## config.mk

```make
export PLATFORM = sky130hd
export DESIGN_NAME = load_store_unit
export DESIGN_NICKNAME = d
export VERILOG_FILES = /design/src/rtl/load_store_unit_pkg.sv /design/src/rtl/lsu_align.sv /design/src/rtl/load_store_unit.sv
export SDC_FILE = /design/constraint.sdc
export NUM_CORES = 1
export LEC_CHECK = 0
export CAP_MARGIN = 0
export CORE_AREA = 4 4 160 162
export CTS_CLUSTER_SIZE = 40
export DETAILED_ROUTE_END_ITERATION = 10
export DIE_AREA = 0 0 164 166
export PLACE_DENSITY = 0.5
export SETUP_SLACK_MARGIN = 0.15
export SKIP_LAST_GASP = 1
export SYNTH_ARGS = -nofsm -noshare
export SYNTH_HDL_FRONTEND = slang
export SYNTH_HIERARCHICAL = 1
export SYNTH_SLANG_ARGS = --single-unit
export TNS_END_PERCENT = 5
```

## constraint.sdc

```tcl
create_clock -name clk -period 3.3 [get_ports clk]
set_input_delay 0.99 -clock clk [delete_from_list [all_inputs] [get_ports clk]]
set_output_delay 0.99 -clock clk [all_outputs]
set_load 0.02 [all_outputs]
```

## src/rtl/load_store_unit_pkg.sv

```systemverilog
// Shared encodings for the load/store unit: funct3 access sizes, FSM states
// and the default memory-acknowledge timeout.
package load_store_unit_pkg;

  localparam logic [2:0] F3_B  = 3'b000;
  localparam logic [2:0] F3_H  = 3'b001;
  localparam logic [2:0] F3_W  = 3'b010;
  localparam logic [2:0] F3_BU = 3'b100;
  localparam logic [2:0] F3_HU = 3'b101;

  localparam int unsigned TIMEOUT_DEFAULT = 255;

  typedef enum logic [1:0] {
    ST_IDLE,
    ST_REQ,
    ST_DONE
  } lsu_state_t;

endpackage

```

## src/rtl/lsu_align.sv

```systemverilog
// Combinational lane logic: store data replication and byte strobes, plus
// load byte/half extraction with sign or zero extension.
module lsu_align
  import load_store_unit_pkg::*;
(
  input  logic [2:0]  funct3,
  input  logic [1:0]  addr_lo,
  input  logic [31:0] store_data,
  input  logic [31:0] load_word,
  output logic [31:0] wdata,
  output logic [3:0]  wstrb,
  output logic [31:0] load_data
);

  logic [7:0]  byte_sel;
  logic [15:0] half_sel;

  always_comb begin
    wdata = store_data;
    wstrb = '0;
    case (funct3)
      F3_B: begin
        wdata = {4{store_data[7:0]}};
        wstrb = 4'b0001 << addr_lo;
      end
      F3_H: begin
        wdata = {2{store_data[15:0]}};
        wstrb = addr_lo[1] ? 4'b1100 : 4'b0011;
      end
      F3_W:    wstrb = '1;
      default: wstrb = '0;
    endcase
  end

  // Misaligned halves/words fall back to their naturally aligned lane.
  always_comb begin
    byte_sel  = load_word[{addr_lo, 3'b000} +: 8];
    half_sel  = addr_lo[1] ? load_word[31:16] : load_word[15:0];
    load_data = load_word;
    case (funct3)
      F3_B:    load_data = {{24{byte_sel[7]}}, byte_sel};
      F3_BU:   load_data = {24'h000000, byte_sel};
      F3_H:    load_data = {{16{half_sel[15]}}, half_sel};
      F3_HU:   load_data = {16'h0000, half_sel};
      default: load_data = load_word;
    endcase
  end

endmodule

```

## src/rtl/load_store_unit.sv

```systemverilog
// Single-outstanding load/store unit with ack timeout. Define
// LSU_MISALIGN_TRAP_EN to reject misaligned halfword/word accesses.
module load_store_unit
  import load_store_unit_pkg::*;
#(
  parameter int unsigned TIMEOUT = TIMEOUT_DEFAULT
) (
  input  logic        clk,
  input  logic        reset,
  input  logic        Req_Valid_i,
  output logic        Req_Ready_o,
  input  logic        Mem_Write_i,
  input  logic [2:0]  Funct3_i,
  input  logic [31:0] Address_i,
  input  logic [31:0] Store_Data_i,
  output logic [31:0] Load_Data_o,
  output logic        Done_o,
  output logic        Error_o,
  output logic        Stall_o,
  output logic        Mem_Req_o,
  output logic        Mem_We_o,
  output logic [31:0] Mem_Addr_o,
  output logic [31:0] Mem_Wdata_o,
  output logic [3:0]  Mem_Wstrb_o,
  input  logic        Mem_Ack_i,
  input  logic [31:0] Mem_Rdata_i
);

  localparam logic [15:0] WAIT_LAST = 16'(TIMEOUT - 1);

  lsu_state_t  state;
  logic        cap_we;
  logic [2:0]  cap_f3;
  logic [1:0]  cap_lo;
  logic [15:0] wait_cnt;
  logic        bad_access;
  logic [2:0]  al_f3;
  logic [1:0]  al_lo;
  logic [31:0] al_wdata;
  logic [31:0] al_load;
  logic [3:0]  al_wstrb;

  // One aligner serves both directions: live inputs while idle (store lanes
  // are registered at accept), captured fields while waiting for the load word.
  assign al_f3 = (state == ST_IDLE) ? Funct3_i : cap_f3;
  assign al_lo = (state == ST_IDLE) ? Address_i[1:0] : cap_lo;

  lsu_align u_align (
    .funct3     (al_f3),
    .addr_lo    (al_lo),
    .store_data (Store_Data_i),
    .load_word  (Mem_Rdata_i),
    .wdata      (al_wdata),
    .wstrb      (al_wstrb),
    .load_data  (al_load)
  );

  always_comb begin
    case (Funct3_i)
      F3_B, F3_H, F3_W: bad_access = 1'b0;
      F3_BU, F3_HU:     bad_access = Mem_Write_i;
      default:          bad_access = 1'b1;
    endcase
`ifdef LSU_MISALIGN_TRAP_EN
    if ((Funct3_i == F3_H || Funct3_i == F3_HU) && Address_i[0])
      bad_access = 1'b1;
    if (Funct3_i == F3_W && Address_i[1:0] != 2'b00)
      bad_access = 1'b1;
`endif
  end

  assign Req_Ready_o = (state == ST_IDLE);
  assign Stall_o     = (state == ST_REQ) || (state == ST_IDLE && Req_Valid_i);

  always_ff @(posedge clk) begin
    if (reset) begin
      state       <= ST_IDLE;
      Mem_Req_o   <= 1'b0;
      Mem_We_o    <= 1'b0;
      Done_o      <= 1'b0;
      Error_o     <= 1'b0;
      Mem_Wstrb_o <= '0;
      Mem_Addr_o  <= '0;
      Mem_Wdata_o <= '0;
      Load_Data_o <= '0;
      wait_cnt    <= '0;
      cap_we      <= 1'b0;
      cap_f3      <= '0;
      cap_lo      <= '0;
    end else begin
      Done_o  <= 1'b0;
      Error_o <= 1'b0;
      case (state)
        ST_IDLE: begin
          if (Req_Valid_i) begin
            cap_we <= Mem_Write_i;
            cap_f3 <= Funct3_i;
            cap_lo <= Address_i[1:0];
            if (bad_access) begin
              state   <= ST_DONE;
              Done_o  <= 1'b1;
              Error_o <= 1'b1;
            end else begin
              state       <= ST_REQ;
              Mem_Req_o   <= 1'b1;
              Mem_We_o    <= Mem_Write_i;
              Mem_Addr_o  <= {Address_i[31:2], 2'b00};
              Mem_Wdata_o <= al_wdata;
              Mem_Wstrb_o <= Mem_Write_i ? al_wstrb : 4'b0000;
              wait_cnt    <= '0;
            end
          end
        end
        ST_REQ: begin
          if (Mem_Ack_i) begin
            state       <= ST_DONE;
            Done_o      <= 1'b1;
            Mem_Req_o   <= 1'b0;
            Mem_We_o    <= 1'b0;
            Mem_Wstrb_o <= '0;
            if (!cap_we)
              Load_Data_o <= al_load;
          end else if (wait_cnt == WAIT_LAST) begin
            state       <= ST_DONE;
            Done_o      <= 1'b1;
            Error_o     <= 1'b1;
            Mem_Req_o   <= 1'b0;
            Mem_We_o    <= 1'b0;
            Mem_Wstrb_o <= '0;
          end else begin
            wait_cnt <= wait_cnt + 16'd1;
          end
        end
        ST_DONE: state <= ST_IDLE;
        default: state <= ST_IDLE;
      endcase
    end
  end

endmodule
```

==> results_dict.tcl <==
set metrics [dict create \
    layout_commonest_cell "nand2_1" \
    final_util 0.368 \
    status "finished clean" \
    gp_congestion 0.764 \
    hpwl_mm 14.4 \
    setup_slack_ns 0.382 \
    portBuffers 207 \
    swShare 0.282 \
    p_leak_nw 3.14 \
    core_area_mm2 0.0241 \
    seq_power_share 0.388 \
    dpl_cell_area_mm2 0.00835 \
    ir_drop_uv 289 \
    insertedDiodeCount 0 \
    yosysUniqueCellTypes 60 \
    fin_worst_skew_ns 0.0218 \
    ys_ff_latch 126 \
    crit_path_max_incr_delay_ns 0.48 \
    root_buffer "clkbuf_16" \
    seqCellArea_mm2 0.00252 \
    die_y_um 166 \
    drc_errors 0 \
    die_w_um 164 \
    cp-startpoint "Req_Valid_i" \
    drt_pre_antenna_iters 5 \
    power.density_mw_per_mm2 472 \
    tns_ns 0 \
    grt_pass1_vias 5966 \
    ioPinCount 210 \
    fillerInstances 2609 \
    htree_num_levels 4 \
    cp-end-kind "output pin" \
    final_hold_viol_count 0 \
    grt_max_degree 63 \
    cts_buffer_depth 2 \
    p_clk_frac 0.403 \
    hold_path_end "cap_lo[0]$_SDFFE_PP0P_" \
    async_flop_share 0 \
    synthFlopType "dfxtp_1" \
    drt_iter0_markers 292 \
    synth_cells 782 \
    dp_cells 1269 \
    clock_latency_ns 0.42 \
    grt_pass1_wl_mm 32.9 \
    grt-ovfl-total 0 \
    cts_tree "done" \
    antenna_left 0 \
    r2r-start "wait_cnt[1]$_SDFFE_PP0P_" \
    cp_max_fo 2 \
    vias_per_cell 4.53 \
    crit_top_cell "nor2_1" \
    antenna_found_initial 0 \
    globalRouteTotalUtil 0.151 \
    setup_viol 0 \
    syn_area_mm2 0.00598 \
    wire_per_inst_um 15.7 \
    rsz0062_at_grt "no" \
    reg2regPathDepth 5 \
    fin_crit_sh 0.884 \
    r2r_end "Mem_Wstrb_o[1]$_SDFFE_PP0P_" \
    layout_common_cells "nand2_1, clkdlybuf4s50_1, a21oi_1" \
    power_switching_mw 1.18 \
    cts_buffers 17 \
    path_clk_slew_ns 0.05 \
    ys_warn_count 6 \
    crit_family "buffers and inverters" \
    rows 57 \
    layout.cells.non_filler 1299 \
    synth_area_per_cell_um2 7.65 \
    drv_slew 0 \
    whs_path_depth 2 \
    critical_path_class "input port to output pin" \
    crit_path_start_kind "input port" \
    worstMarginPinSlew_ns 1.01 \
    clock-sinks 126 \
    cp_slowest_cell "clkdlybuf4s50_1" \
    required_ns 2.31 \
    p_int_mw 3.00 \
    max-slew-margin-rel 0.325 \
    synth_edf_count 0 \
    comb_power_share 0.209 \
    syn_to_final_growth_pct 48.2 \
    design.die.area_mm2 0.0272 \
    holdBufCountCts 0 \
    rrSetupSlack_ns 0.64 \
    final_area_mm2 0.00887 \
    vias 5887 \
    worstHoldPathType "register to register" \
    place_ws_ns 0.0952 \
    drt_wl_total_mm 20.4 \
    cp.arrival_ns 1.93 \
    maxCapViolations 0 \
    yosysSeqAreaShare 0.421 \
    drive_gt1_frac 0.0903 \
    min_period_ns 2.92 \
    holdWs_ns 0.450 \
    multi_input_area_mm2 0.00308 \
    fmax_mhz 343 \
    start_util 0.248 \
    cp_cell_sequence "clkdlybuf4s50_1, nor2_1, nor2_1, dlygate4sd2_1" \
    hold_start "cap_lo[0]$_SDFFE_PP0P_" \
    p_total_mw 4.18 \
    finalNetCount 1070 \
    path_buf_inv 2 \
]
cell usage after synthesis, types with 4 or more instances:
| library cell | number | area (um2) |
|---|---|---|
| nor2b_1 | 11 | 68.8 |
| mux2i_1 | 10 | 100 |
| buf_4 | 10 | 75.1 |
| nand2_1 | 254 | 953 |
| mux2_2 | 21 | 236 |
| nor2_1 | 23 | 86.3 |
| a21oi_1 | 135 | 676 |
| a211oi_1 | 4 | 30.0 |
| a21boi_0 | 7 | 52.6 |
| buf_2 | 18 | 90.1 |
| nand2b_1 | 5 | 31.3 |
| inv_1 | 15 | 56.3 |
| or3_1 | 4 | 25.0 |
| nand3_1 | 5 | 25.0 |
| a22o_1 | 4 | 35.0 |
| o21ai_0 | 7 | 35.0 |
| o21a_1 | 6 | 45.0 |
| clkbuf_1 | 34 | 128 |
| or4_1 | 9 | 67.6 |
| a22oi_1 | 8 | 60.1 |
| o31ai_1 | 8 | 60.1 |
| o22ai_1 | 9 | 56.3 |
| nand4_1 | 5 | 31.3 |
| dfxtp_1 | 126 | 2520 |
| o21ai_1 | 4 | 20.0 |
layout make-up:
class	count	share of cell area
flip-flops and latches	126	0.284
clock buffers	24	0.0543
inverters	15	0.00635
multi-input cells	576	0.347
repair buffers	228	0.258
well taps	324	0.0457
clock inverters	6	0.00423
sequential cells by signal (all words and copies together), names as in the netlist, 2 cells and up:
register,count
wait_cnt,16
state,2
cap_lo,2
cap_f3,3
Mem_Wstrb_o,4
Mem_Wdata_o,32
Load_Data_o,32
Mem_Addr_o,30
cells by family (layout without fill, tap and decap cells):
| kind of cell | Yosys count | count (layout) | synth area share |
|---|---|---|---|
| mux | 32 | 32 | 0.0600 |
| simple gates | 337 | 337 | 0.247 |
| fa+ha+maj | 2 | 2 | 0.00418 |
| buf+inv | 81 | 273 | 0.0669 |
| flops | 126 | 126 | 0.421 |
| compound gates | 202 | 202 | 0.198 |
| other cells | 1 | 2 | 0.000627 |
| xor+xnor | 1 | 1 | 0.00146 |
worst max-delay path by stage:
stage                              endpoint  cells past startpoint  slack, ns
2_1_floorplan  Mem_Wdata_o[17]$_SDFFE_PP0P_                      8       0.75
3_3_place_gp                        Stall_o                      4       0.10
3_5_place_dp                        Stall_o                      4        0.1
4_1_cts                         Req_Ready_o                      2       0.20
5_1_grt                         Req_Ready_o                      2       0.31
6_report                            Stall_o                      4       0.38
worst register-to-register path, delay by kind of cell (launching register included):
family	cells	cell delay, ns
AO/OA/AOI/OAI	3	1.43
adder cells (fa/ha/maj)	1	0.20
flip-flops	1	0.41
AND/OR/NAND/NOR	1	0.50
what timing repair did:
action                     in CTS  in global routing
gates resized for setup         1                  1
setup buffers                   0                  0
setup endpoints to repair       1                  1
gates cloned                    0                  0
pin swaps                       0                  0
power by group through the flow:
stage	clock network [mW]	registers, mW	logic [mW]
after floorplan	0	1.72	0.424
after global placement	0	1.65	0.881
after detailed placement	0	1.66	0.882
after CTS	1.75	1.62	0.885
after global routing	1.81	1.63	0.962
final	1.69	1.62	0.873
layer usage:
metal,wire (um),vias to the layer above,global-route usage,share of wire
met2,9120,178,0.235,0.45
met5,0,-,0,0
met4,196,0,0.0357,0.0096
li1,-,2999,-,-
met3,1810,9,0.0625,0.089
met1,9250,2701,0.193,0.45
(Power assumes the default switching activity.)
